`src/rtl/vga_timing_gen.sv`:
```
// 640x480@60 Hz VGA raster timing generator: pixel-rate enable, raster counters,
// active-video qualifier, active-low syncs, line/frame strobes and a frame counter.
module vga_timing_gen #(
  parameter int CLK_DIV  = 4,
  parameter int H_ACTIVE = 640,
  parameter int H_FP     = 16,
  parameter int H_SYNC   = 96,
  parameter int H_BP     = 48,
  parameter int V_ACTIVE = 480,
  parameter int V_FP     = 10,
  parameter int V_SYNC   = 2,
  parameter int V_BP     = 33
) (
  input  logic       clk,
  input  logic       rst_n,
  output logic       pclk_en,
  output logic [9:0] h_cnt,
  output logic [9:0] v_cnt,
  output logic       valid,
  output logic       hsync,
  output logic       vsync,
  output logic       line_end,
  output logic       frame_start,
  output logic [7:0] frame_cnt
);

  localparam int H_TOTAL = H_ACTIVE + H_FP + H_SYNC + H_BP;
  localparam int V_TOTAL = V_ACTIVE + V_FP + V_SYNC + V_BP;
  localparam int DW      = (CLK_DIV > 2) ? $clog2(CLK_DIV) : 1;

  localparam logic [DW-1:0] DIV_LAST = DW'(CLK_DIV - 1);
  localparam logic [9:0] H_LAST   = 10'(H_TOTAL - 1);
  localparam logic [9:0] V_LAST   = 10'(V_TOTAL - 1);
  localparam logic [9:0] H_VIS    = 10'(H_ACTIVE);
  localparam logic [9:0] V_VIS    = 10'(V_ACTIVE);
  localparam logic [9:0] HS_START = 10'(H_ACTIVE + H_FP);
  localparam logic [9:0] HS_END   = 10'(H_ACTIVE + H_FP + H_SYNC);
  localparam logic [9:0] VS_START = 10'(V_ACTIVE + V_FP);
  localparam logic [9:0] VS_END   = 10'(V_ACTIVE + V_FP + V_SYNC);

  logic [DW-1:0] div_cnt;

  // Decodes are combinational from the registers so the pixel generator sees
  // counters and qualifiers coherently in the same cycle.
  assign pclk_en     = (div_cnt == DIV_LAST);
  assign line_end    = pclk_en && (h_cnt == H_LAST);
  assign frame_start = line_end && (v_cnt == V_LAST);
  assign valid       = (h_cnt < H_VIS) && (v_cnt < V_VIS);
  assign hsync       = !((h_cnt >= HS_START) && (h_cnt < HS_END));
  assign vsync       = !((v_cnt >= VS_START) && (v_cnt < VS_END));

  // NOTE: sequential state uses non-blocking assignments so every register
  // samples pre-edge values, independent of statement order.
  always_ff @(posedge clk or negedge rst_n) begin
    if (!rst_n) begin
      div_cnt   <= '0;
      h_cnt     <= '0;
      v_cnt     <= '0;
      frame_cnt <= '0;
    end else begin
      div_cnt <= pclk_en ? '0 : div_cnt + 1'b1;
      if (pclk_en) begin
        if (h_cnt == H_LAST) begin
          h_cnt <= '0;
          v_cnt <= (v_cnt == V_LAST) ? '0 : v_cnt + 1'b1;
        end else begin
          h_cnt <= h_cnt + 1'b1;
        end
      end
      if (frame_start) frame_cnt <= frame_cnt + 1'b1;
    end
  end

endmodule

```
`config.mk`:
```
export PLATFORM = sky130hd
export DESIGN_NAME = vga_timing_gen
export DESIGN_NICKNAME = d
export VERILOG_FILES = /design/src/rtl/vga_timing_gen.sv
export SDC_FILE = /design/constraint.sdc
export NUM_CORES = 1
export LEC_CHECK = 0
export ABC_AREA = 0
export BUFFER_PORTS_ARGS = -buffer_cell sky130_fd_sc_hd__buf_2
export CAP_MARGIN = 40
export CORE_MARGIN = 3
export CORE_UTILIZATION = 48
export DETAILED_ROUTE_END_ITERATION = 10
export PLACE_DENSITY = 0.75
export SETUP_SLACK_MARGIN = 0.02
export SLEW_MARGIN = 10
export SYNTH_ARGS = -nofsm -noshare
export SYNTH_HDL_FRONTEND = slang
export SYNTH_SLANG_ARGS = --single-unit
```
`constraint.sdc`:
```
create_clock -name clk -period 1.5 [get_ports clk]
set_input_delay 0.15 -clock clk [delete_from_list [all_inputs] [get_ports clk]]
set_output_delay 0.15 -clock clk [all_outputs]
set_load 0.1 [all_outputs]
```
==> summary.txt, run 1 <==
Logic synthesis
  • Yosys cell types: 34
  • Register area share after synthesis: 0.4835
  • Synthesized cell area: 0.001553 mm^2
  • Synth area leader: dfrtp_1
  • Avg Cell Area, Syn: 10.08 um^2
  • Syn Inst Count: 154
  • Top area cells in the synthesized netlist: dfrtp_1 48%, xor2_1 6.2%, ha_1 4.8%
  • Synth warnings: 0
  • Area fraction of the dominant cell type after synthesis: 0.4835
  • Register bit total from synthesis: 30
  • Post-Syn Nets: 162

Placed design
  • Placed insts: 263
  • Dpl hpwl: 2855 um
  • Port Buffer Count: 35
  • DP Area: 0.002232 mm^2
  • GP Congestion: 0.8632

Cells and area
  • Commonest non-fill, non-tap cell in the layout: buf_4
  • Final non-filler cell total: 297
  • Share of cells above drive strength 1: 0.6640
  • Antenna Cells: 0
  • Post-route cell area: 0.002870 mm^2
  • Most frequent cells in the layout: 40 x buf_4, 16 x buf_6, 15 x buf_2
  • Final-layout fill cell count: 105
  • Fin nets: 260
  • Area Overhead vs Synth: 84.85%

Timing
  • # setup viols final: 25
  • Final min period: 2.053 ns
  • Peak Freq: 487.2 MHz
  • Hold_ws: 0.3609 ns
  • Least-Margin Pin Slew: 0.6852 ns
  • Pins Over Slew Limit: 0
  • Layout Skew: 0.01498 ns
  • Fraction of the cycle the final worst path needs: 1.368
  • Final hold violation count: 0
  • Slew HR: 0.5432
  • RSZ-0062 raised after global routing: true
  • Slack of the critical path: -0.5527 ns

Clocking
  • Total CTS buffers: 5
  • CTS clock-pin slew for the worst setup and hold paths: 0.11 ns
  • Root Driver: clkbuf_4
  • Clock Latency Late Sink: 0.36 ns
  • Htree depth: 2
  • CTS tree: built
  • Sink Count: 30
  • Longest Clk Path Bufs: 2

Critical path
  • Critical path data arrival time: 1.90 ns
  • CP Capture Type: primary output
  • Startpoint Class: register
  • CP Max Fanout: 2
  • Req. time, crit path: 1.35 ns
  • Reg2Reg Depth: 5
  • Setup Crit Path Kind: reg -> out

Detailed routing
  • DRC: 0
  • Drt total wl: 6363 um
  • Via/cell ratio: 5.778
  • Final ANT Viol Nets: 0
  • 1st-pass router iterations: 4
  • DR iter-0 viols: 200
  • Drt wl/cell: 21.42 um
  • Vias: 1716

Power and ir drop
  • Pwr dens: 477.3 mW/mm^2
  • Worst VDD drop: 655.9 uV
  • Leakage power figure: 1.393 nW

Global routing
  • Total grt overflow: 0
  • Vias in the first global route: 1804
  • Pin count of the biggest net entering global routing: 31
  • First-pass GRT wire length: 9411 um
  • Antenna violations before repair: 0
  • GRT Resource Usage Total: 0.3093

Hold path
  • Min-Delay Path Class: in -> async

Floorplanning
  • Starting Density: 0.5045
  • Core Area: 0.003078 mm^2
  • IO Pins: 36
  • Site row count: 20
  • Die Wd: 62.88 um
  • Die Span Y: 62.88 um
  • DIE AREA: 0.003953 mm^2

Status
  • Failing checks: negative setup slack
  • Status: complete, but fails checks

Run
  • Max-cap violations: 0
==> flip-flops by register name (all words and copies together) (netlist names) <==
register   flops
h_cnt         10
v_cnt         10
frame_cnt      8
div_cnt        2
==> routing by layer <==
layer,vias to the layer above,global-route usage,part of all wire
li1,742,-,-
met5,-,0,0
met1,870,0.3770,0.40
met2,87,0.5257,0.51
met3,17,0.07734,0.068
met4,0,0.1129,0.025
==> kinds of logic after synthesis <==
logic type | synth area share
compound gates | 0.06205
buf+inv | 0.03223
simple gates | 0.2707
flops | 0.4835
xor+xnor | 0.09589
fa+ha+maj | 0.04835
mux | 0.007252
==> critical path, cell delays in order (launching register included) <==
cell      delay (ns)
dfrtp_4         0.52
inv_4           0.07
ha_4            0.13
and4bb_2        0.28
nand3_4         0.11
nor2_4          0.16
buf_12          0.11
buf_12          0.16
==> power by group <==
group | internal (mW) | leakage, nW | switching, mW
registers | 0.807 | 0.367 | 0
logic | 0.00261 | 0.994 | 0.0158
clock network | 0.231 | 0.0326 | 0.313
==> through the flow <==
stage | worst slack [ns] | total power [mW] | utilization | setup TNS (ns)
6_report | -0.5527 | 1.370 | 0.9325 | -7.909
5_1_grt | -0.6097 | 1.417 | 0.9325 | -8.749
4_1_cts | -0.4802 | 1.356 | 0.8809 | -6.445
3_5_place_dp | -0.2065 | 0.8419 | 0.7252 | -2.308
3_3_place_gp | -0.1928 | 0.8417 | 0.7252 | -1.711
2_1_floorplan | -0.7491 | 0.8247 | - | -8.955
==> area by class of cell <==
cell class	instances	area, um^2	share of cell area
timing repair buffer	93	870.8	0.3034
clock buffer	8	58.81	0.02049
tap	44	55.05	0.01918
inverter	9	46.29	0.01613
multi-input combinational	113	1033	0.3601
sequential	30	805.8	0.2807
==> cells in the mapped netlist <==
library cell	n
a21oi_1	2
a22o_1	1
and2_1	1
and2_2	2
and3_1	2
and3_2	3
and3b_1	1
and4bb_2	2
buf_2	1
buf_6	1
clkinv_1	1
dfrtp_1	30
ha_1	6
inv_1	8
mux2_2	1
nand2_1	13
nand2b_1	3
nand3_1	13
nand3_2	1
nand4_1	5
nand4_4	1
nor2_1	9
nor3_1	7
nor3b_1	1
nor4_1	4
o211ai_1	2
o21ai_0	7
o22ai_1	3
o2bb2ai_1	1
or2_2	1
or3_1	2
or4_1	2
xnor2_1	6
xor2_1	11
==> timing repair <==
action,in CTS,in global routing
hold endpoints to repair,30,0
setup endpoints to repair,27,41
pin swaps,25,10
buffers inserted,17,15
hold buffers,1,0
resized for setup,69,34
==> worst paths after layout <==
check	start	endpoint	slack, ns
max	v_cnt[0]	frame_start	-0.55
min	rst_n	h_cnt[7]	0.36
max reg2reg	h_cnt[7]	v_cnt[4]	-0.41
min reg2reg	frame_cnt[7]	frame_cnt[7]	0.49
max in group asynchronous	rst_n	h_cnt[0]	0.61
min in group clk	frame_cnt[7]	frame_cnt[7]	0.49
Note: power is estimated with default switching activity, not from simulation.
==> run 2, diff against run 1 <==
--- a/config.mk
+++ b/config.mk
@@ -12,6 +12,7 @@
 export CORE_UTILIZATION = 48
 export DETAILED_ROUTE_END_ITERATION = 10
 export PLACE_DENSITY = 0.75
+export RECOVER_POWER = 25
 export SETUP_SLACK_MARGIN = 0.02
 export SLEW_MARGIN = 10
 export SYNTH_ARGS = -nofsm -noshare
==> run 2 against run 1 <==
Net effect:
- the flow still finishes with violations (negative setup slack)
- non-clock buffer count did not move
- die area did not move
- utilization fell by 0.41 points
- worst setup slack got worse by 0.0022 ns
- largest power group unchanged
==> summary.txt, run 2 (synthesis gave the netlist of run 1 again) <==
Status
  • Status: complete, but fails checks (unchanged)
  • Failing checks: negative setup slack (unchanged)

Clocking
  • CTS clock-pin slew for the worst setup and hold paths: 0.11 ns (about the same)
  • Total CTS buffers: 5 (unchanged)
  • Clock Latency Late Sink: 0.36 ns (about the same)
  • Root Driver: clkbuf_4 (unchanged)
  • CTS tree: built (unchanged)
  • Longest Clk Path Bufs: 2 (unchanged)
  • Htree depth: 2 (unchanged)
  • Sink Count: 30 (unchanged)

Floorplanning
  • Starting Density: 0.5045 (unchanged)
  • Die Span Y: 62.88 um (unchanged)
  • DIE AREA: 0.003953 mm^2 (unchanged)
  • Site row count: 20 (unchanged)
  • Core Area: 0.003078 mm^2 (unchanged)
  • Die Wd: 62.88 um (unchanged)
  • IO Pins: 36 (unchanged)

Detailed routing
  • Via/cell ratio: 5.785 (was 5.778)
  • DR iter-0 viols: 170 (was 200)
  • Final ANT Viol Nets: 0 (unchanged)
  • Drt total wl: 6324 um (was 6363 um)
  • DRC: 0 (unchanged)
  • Drt wl/cell: 21.29 um (was 21.42 um)
  • 1st-pass router iterations: 5 (was 4)
  • Vias: 1718 (was 1716)

Timing
  • Final min period: 2.055 ns (was 2.053 ns)
  • Fraction of the cycle the final worst path needs: 1.370 (was 1.368)
  • Least-Margin Pin Slew: 0.7627 ns (was 0.6852 ns)
  • Slew HR: 0.4916 (was 0.5432)
  • Hold_ws: 0.3874 ns (was 0.3609 ns)
  • RSZ-0062 raised after global routing: true (unchanged)
  • Peak Freq: 486.7 MHz (was 487.2 MHz)
  • Slack of the critical path: -0.5548 ns (was -0.5527 ns)
  • Pins Over Slew Limit: 0 (unchanged)
  • # setup viols final: 25 (unchanged)
  • Layout Skew: 0.01405 ns (was 0.01498 ns)
  • Final hold violation count: 0 (unchanged)

Cells and area
  • Area Overhead vs Synth: 84.05% (was 84.85%)
  • Area of the multi-input gates: 0.001021 mm^2 (was 0.001033 mm^2)
  • Antenna Cells: 0 (unchanged)
  • Most frequent cells in the layout: 40 x buf_4, 16 x buf_6, 14 x buf_2 (was 40 x buf_4, 16 x buf_6, 15 x buf_2)
  • Commonest non-fill, non-tap cell in the layout: buf_4 (unchanged)
  • Fin nets: 260 (unchanged)
  • Biggest regs: h_cnt x10, v_cnt x10, frame_cnt x8 (unchanged)
  • Share of cells above drive strength 1: 0.6601 (was 0.6640)
  • Post-route cell area: 0.002858 mm^2 (was 0.002870 mm^2)
  • Sequential Area: 805.8 um^2 (unchanged)
  • Final-layout fill cell count: 107 (was 105)

Global routing
  • First-pass GRT wire length: 9411 um (unchanged)
  • Antenna violations before repair: 0 (unchanged)
  • Total grt overflow: 0 (unchanged)
  • Vias in the first global route: 1804 (unchanged)
  • GRT Resource Usage Total: 0.3093 (unchanged)
  • Pin count of the biggest net entering global routing: 31 (unchanged)

Critical path
  • Setup Crit Path Kind: reg -> out (unchanged)
  • Worst path max stage delay: 0.51 ns (was 0.52 ns)
  • Slowest cell on crit path: dfrtp_4 (unchanged)
  • Critical path data arrival time: 1.90 ns (about the same)
  • Critical path's top delay family: simple AND/OR/NAND/NOR gates (unchanged)
  • WP buf/inv: 3 (unchanged)
  • Req. time, crit path: 1.35 ns (about the same)
  • Critical-path cell list: inv_4, ha_4, and4bb_2, nand3_4, nor2_4, buf_12, buf_12 (unchanged)
  • CP Max Fanout: 3 (was 2)
  • CP Capture Type: primary output (unchanged)
  • Cell mode on critical path: buf_12 (unchanged)
  • Startpoint Class: register (unchanged)

Placed design
  • Port Buffer Count: 35 (unchanged)
  • DP Area: 0.002232 mm^2 (unchanged)
  • GP Congestion: 0.8632 (unchanged)
  • Dpl hpwl: 2855 um (unchanged)

Power and ir drop
  • Pwr dens: 480.1 mW/mm^2 (was 477.3 mW/mm^2)
  • Total Power: 1.372 mW (was 1.370 mW)
  • Worst VDD drop: 659.1 uV (was 655.9 uV)
  • Leakage power figure: 1.392 nW (was 1.393 nW)

Run
  • Max-cap violations: 0 (unchanged)

Hold path
  • Min-Delay Path Class: in -> async (unchanged)
## run 2: area by class of cell
cell class	instances	share of cell area
inverters	9	0.01620
multi-input cells	113	0.3573
repair buffers	93	0.3047
flip-flops and latches	30	0.2820
well taps	44	0.01926
clock buffers	8	0.02058
## run 2: worst register-to-register path, stage by stage, from the launching register on
cell      delay [ns]
dfrtp_4         0.49
and4bb_2        0.37
nand4_4         0.17
buf_6           0.20
or4_1           0.50
nand2_1         0.10
## run 2: final timing paths
kind	startpoint	cells after the start	slack, ns	end
max in group asynchronous	rst_n	2	0.53	h_cnt[0]
setup / recovery	v_cnt[1]	7	-0.55	frame_start
setup reg to reg	h_cnt[7]	5	-0.41	v_cnt[4]
hold / removal	rst_n	2	0.39	h_cnt[7]
min in group clk	frame_cnt[7]	1	0.49	frame_cnt[7]
hold reg to reg	frame_cnt[7]	1	0.49	frame_cnt[7]
## run 2: report_power, final
part | switching, mW | total (mW) | internal (mW) | leakage [nW]
clock | 0.315 | 0.546 | 0.231 | 0.0326
combinational | 0.0159 | 0.0185 | 0.00257 | 0.993
sequential | 0 | 0.808 | 0.808 | 0.367
total | 0.331 | 1.37 | 1.04 | 1.39
## run 2: per-layer routing
layer  global-route usage  vias up  wire (um)
li1                     -      746          -
met3              0.07734       18        367
met5                    0        -          0
met2               0.5257       70       3250
met1               0.3770      884       2547
met4               0.1129        0        158
## run 2: per-stage QoR
step,std cells,setup slack (ns),TNS [ns],utilization
2_1_floorplan,154,-0.7491,-8.955,-
4_1_cts,289,-0.4802,-6.445,0.8809
5_1_grt,297,-0.6097,-8.800,0.9285
3_3_place_gp,263,-0.1928,-1.711,0.7252
3_5_place_dp,263,-0.2065,-2.308,0.7252
6_report,297,-0.5548,-7.828,0.9285
## run 2: repair_timing
item                                    CTS  global route
buffers inserted                         17            15
endpoints found under the setup margin   27            41
hold buffers                              1             0
endpoints found under the hold margin    30             0
resized for setup                        69            34
pin swaps                                25            10
==> run 3, diff against run 2 <==
--- a/config.mk
+++ b/config.mk
@@ -9,9 +9,8 @@
 export BUFFER_PORTS_ARGS = -buffer_cell sky130_fd_sc_hd__buf_2
 export CAP_MARGIN = 40
 export CORE_MARGIN = 3
-export CORE_UTILIZATION = 48
+export CORE_UTILIZATION = 30
 export DETAILED_ROUTE_END_ITERATION = 10
-export PLACE_DENSITY = 0.75
 export RECOVER_POWER = 25
 export SETUP_SLACK_MARGIN = 0.02
 export SLEW_MARGIN = 10
==> run 3 against run 2 <==
Net effect:
- the run still ends with negative setup slack left
- routed wire length is 27% lower
- first-iteration DRC count down 66%
- critical path depth unchanged
- cell count grew 8.8%
- worst setup slack gained 0.15 ns
- global-route usage fell by 15 points
- utilization shrank 33 points
- critical endpoint unchanged
- largest power group unchanged
- highest routed layer unchanged
==> summary.txt, run 3 (synthesis gave the netlist of run 1 again) <==
Power and ir drop
  • Pwr dens: 520.4 mW/mm^2 (was 480.1 mW/mm^2)
  • Worst VDD drop: 327.0 uV (was 659.1 uV)
  • Leakage power figure: 1.456 nW (was 1.392 nW)
  • Total Power: 1.515 mW (was 1.372 mW)

Clocking
  • Sink Count: 30 (unchanged)
  • Longest Clk Path Bufs: 2 (unchanged)
  • CTS tree: built (unchanged)
  • Root Driver: clkbuf_8 (was clkbuf_4)
  • Htree depth: 2 (unchanged)
  • CTS clock-pin slew for the worst setup and hold paths: 0.07 ns (was 0.11 ns)
  • Clock Latency Late Sink: 0.28 ns (was 0.36 ns)
  • Total CTS buffers: 5 (unchanged)

Global routing
  • Met2 GRT Util: 0.2697 (was 0.5257)
  • GRT Resource Usage Total: 0.1580 (was 0.3093)
  • Pin count of the biggest net entering global routing: 31 (unchanged)
  • Global route hottest layer: met2 (unchanged)
  • M3 GR Usage: 0.03712 (was 0.07734)
  • Met1 Track Usage GR: 0.1977 (was 0.3770)
  • Total grt overflow: 0 (unchanged)
  • Vias in the first global route: 1551 (was 1804)
  • Antenna violations before repair: 0 (unchanged)
  • First-pass GRT wire length: 7555 um (was 9411 um)

Critical path
  • Setup Crit Path Kind: reg -> out (unchanged)
  • WP buf/inv: 3 (unchanged)
  • Slowest cell on crit path: dfrtp_4 (unchanged)
  • Req. time, crit path: 1.35 ns (about the same)
  • Cell mode on critical path: buf_12 (unchanged)
  • CP startpoint: v_cnt[1] (unchanged)
  • Worst path max stage delay: 0.49 ns (was 0.51 ns)
  • Critical-path cell list: inv_4, ha_4, and4bb_2, nand3_4, nor2_4, buf_12, buf_12 (unchanged)
  • Reg-to-reg critical path startpoint: v_cnt[1] (was h_cnt[7])
  • Critical path data arrival time: 1.76 ns (was 1.90 ns)
  • CP Max Fanout: 3 (unchanged)
  • Critical path's top delay family: simple AND/OR/NAND/NOR gates (unchanged)
  • CP Capture Type: primary output (unchanged)
  • Startpoint Class: register (unchanged)

Detailed routing
  • Drt total wl: 4594 um (was 6324 um)
  • DRC: 0 (unchanged)
  • DR iter-0 viols: 58 (was 170)
  • Via/cell ratio: 4.737 (was 5.785)
  • 1st-pass router iterations: 4 (was 5)
  • Final ANT Viol Nets: 0 (unchanged)
  • Drt wl/cell: 14.22 um (was 21.29 um)
  • Vias: 1530 (was 1718)

Cells and area
  • Commonest non-fill, non-tap cell in the layout: buf_4 (unchanged)
  • Biggest regs: h_cnt x10, v_cnt x10, frame_cnt x8 (unchanged)
  • Share of cells above drive strength 1: 0.6680 (was 0.6601)
  • Final-layout fill cell count: 391 (was 107)
  • Fin nets: 263 (was 260)
  • Final non-filler cell total: 323 (was 297)
  • Area of the multi-input gates: 0.001017 mm^2 (was 0.001021 mm^2)
  • Antenna Cells: 0 (unchanged)
  • Most frequent cells in the layout: 34 x buf_4, 25 x buf_2, 24 x buf_6 (was 40 x buf_4, 16 x buf_6, 14 x buf_2)
  • Area Overhead vs Synth: 87.43% (was 84.05%)
  • Sequential Area: 805.8 um^2 (unchanged)

Timing
  • Pins Over Slew Limit: 0 (unchanged)
  • # setup viols final: 29 (was 25)
  • Fraction of the cycle the final worst path needs: 1.271 (was 1.370)
  • Layout Skew: 0.004741 ns (was 0.01405 ns)
  • Final hold violation count: 0 (unchanged)
  • Slew HR: 0.4945 (was 0.4916)
  • Setup TNS: -5.933 ns (was -7.828 ns)
  • Final min period: 1.906 ns (was 2.055 ns)
  • RSZ-0062 raised after global routing: true (unchanged)
  • Peak Freq: 524.6 MHz (was 486.7 MHz)
  • Slack of the critical path: -0.4062 ns (was -0.5548 ns)
  • Least-Margin Pin Slew: 0.7582 ns (was 0.7627 ns)

Placed design
  • Placed insts: 291 (was 263)
  • Port Buffer Count: 35 (unchanged)
  • Post-Place Worst Slack: -0.2144 ns (was -0.2065 ns)
  • GP Congestion: 0.8206 (was 0.8632)
  • Dpl hpwl: 2812 um (was 2855 um)

Status
  • Status: complete, but fails checks (unchanged)
  • Failing checks: negative setup slack (unchanged)

Floorplanning
  • DIE AREA: 0.006075 mm^2 (was 0.003953 mm^2)
  • Core Area: 0.004848 mm^2 (was 0.003078 mm^2)
  • IO Pins: 36 (unchanged)
  • Die Span Y: 77.95 um (was 62.88 um)
  • Site row count: 25 (was 20)
  • Die Wd: 77.95 um (was 62.88 um)
  • Starting Density: 0.3203 (was 0.5045)

Run
  • Max-cap violations: 0 (unchanged)

Hold path
  • Hold Crit Start: div_cnt[0]
  • Min-Delay Path Class: reg -> reg (was in -> async)
-- run 3: changes by cell type in the layout (fill, tap and decap cells not counted), sizes merged --
| cell | previous run | this run |
|---|---|---|
| inv | 9 | 8 |
| buf | 83 | 93 |
| clkbuf | 17 | 9 |
| clkinv | 0 | 2 |
-- run 3: through the flow --
stage | hold slack (ns) | area (um^2) | util
floorplan | -0.1456 | 1697 | -
global placement | 0.1171 | 2311 | 0.4766
detailed placement | 0.1185 | 2311 | 0.4766
CTS | 0.3455 | 2793 | 0.5760
global route | 0.5063 | 2910 | 0.6003
finish | 0.4745 | 2910 | 0.6003
-- run 3: final timing paths --
check | endpoint | slack [ns] | cells past startpoint
max | frame_start | -0.41 | 7
min | div_cnt[0] | 0.47 | 1
max reg2reg | frame_cnt[1] | -0.37 | 9
min reg2reg | div_cnt[0] | 0.47 | 1
max in group asynchronous | h_cnt[7] | 0.39 | 3
min in group asynchronous | v_cnt[5] | 0.54 | 3
-- run 3: power by group --
group          internal, mW  switching, mW  total (mW)  leakage [nW]
Combinational       0.00342         0.0160      0.0194          1.04
Sequential            0.808              0       0.808         0.367
Clock                 0.370          0.317       0.687        0.0482
Total                  1.18          0.333        1.51          1.46
-- run 3: per-layer routing --
layer	vias to the layer above	part of all wire
li1	747	-
met1	750	0.45
met2	29	0.51
met3	4	0.036
met4	0	0.0074
met5	-	0
-- run 3: layout make-up --
type / instances / share of cell area
inverters: 9 / 0.01677
repair buffers: 96 / 0.2966
clock buffers: 7 / 0.02966
flip-flops and latches: 30 / 0.2769
well taps: 67 / 0.02880
clock inverters: 1 / 0.001720
multi-input cells: 113 / 0.3495
-- run 3: timing repair --
action | in CTS | in global routing
endpoints found under the hold margin | 30 | 0
setup endpoints to repair | 25 | 31
hold buffers | 1 | 0
setup buffers | 15 | 13
pin swaps | 27 | 17
gates resized for setup | 62 | 24
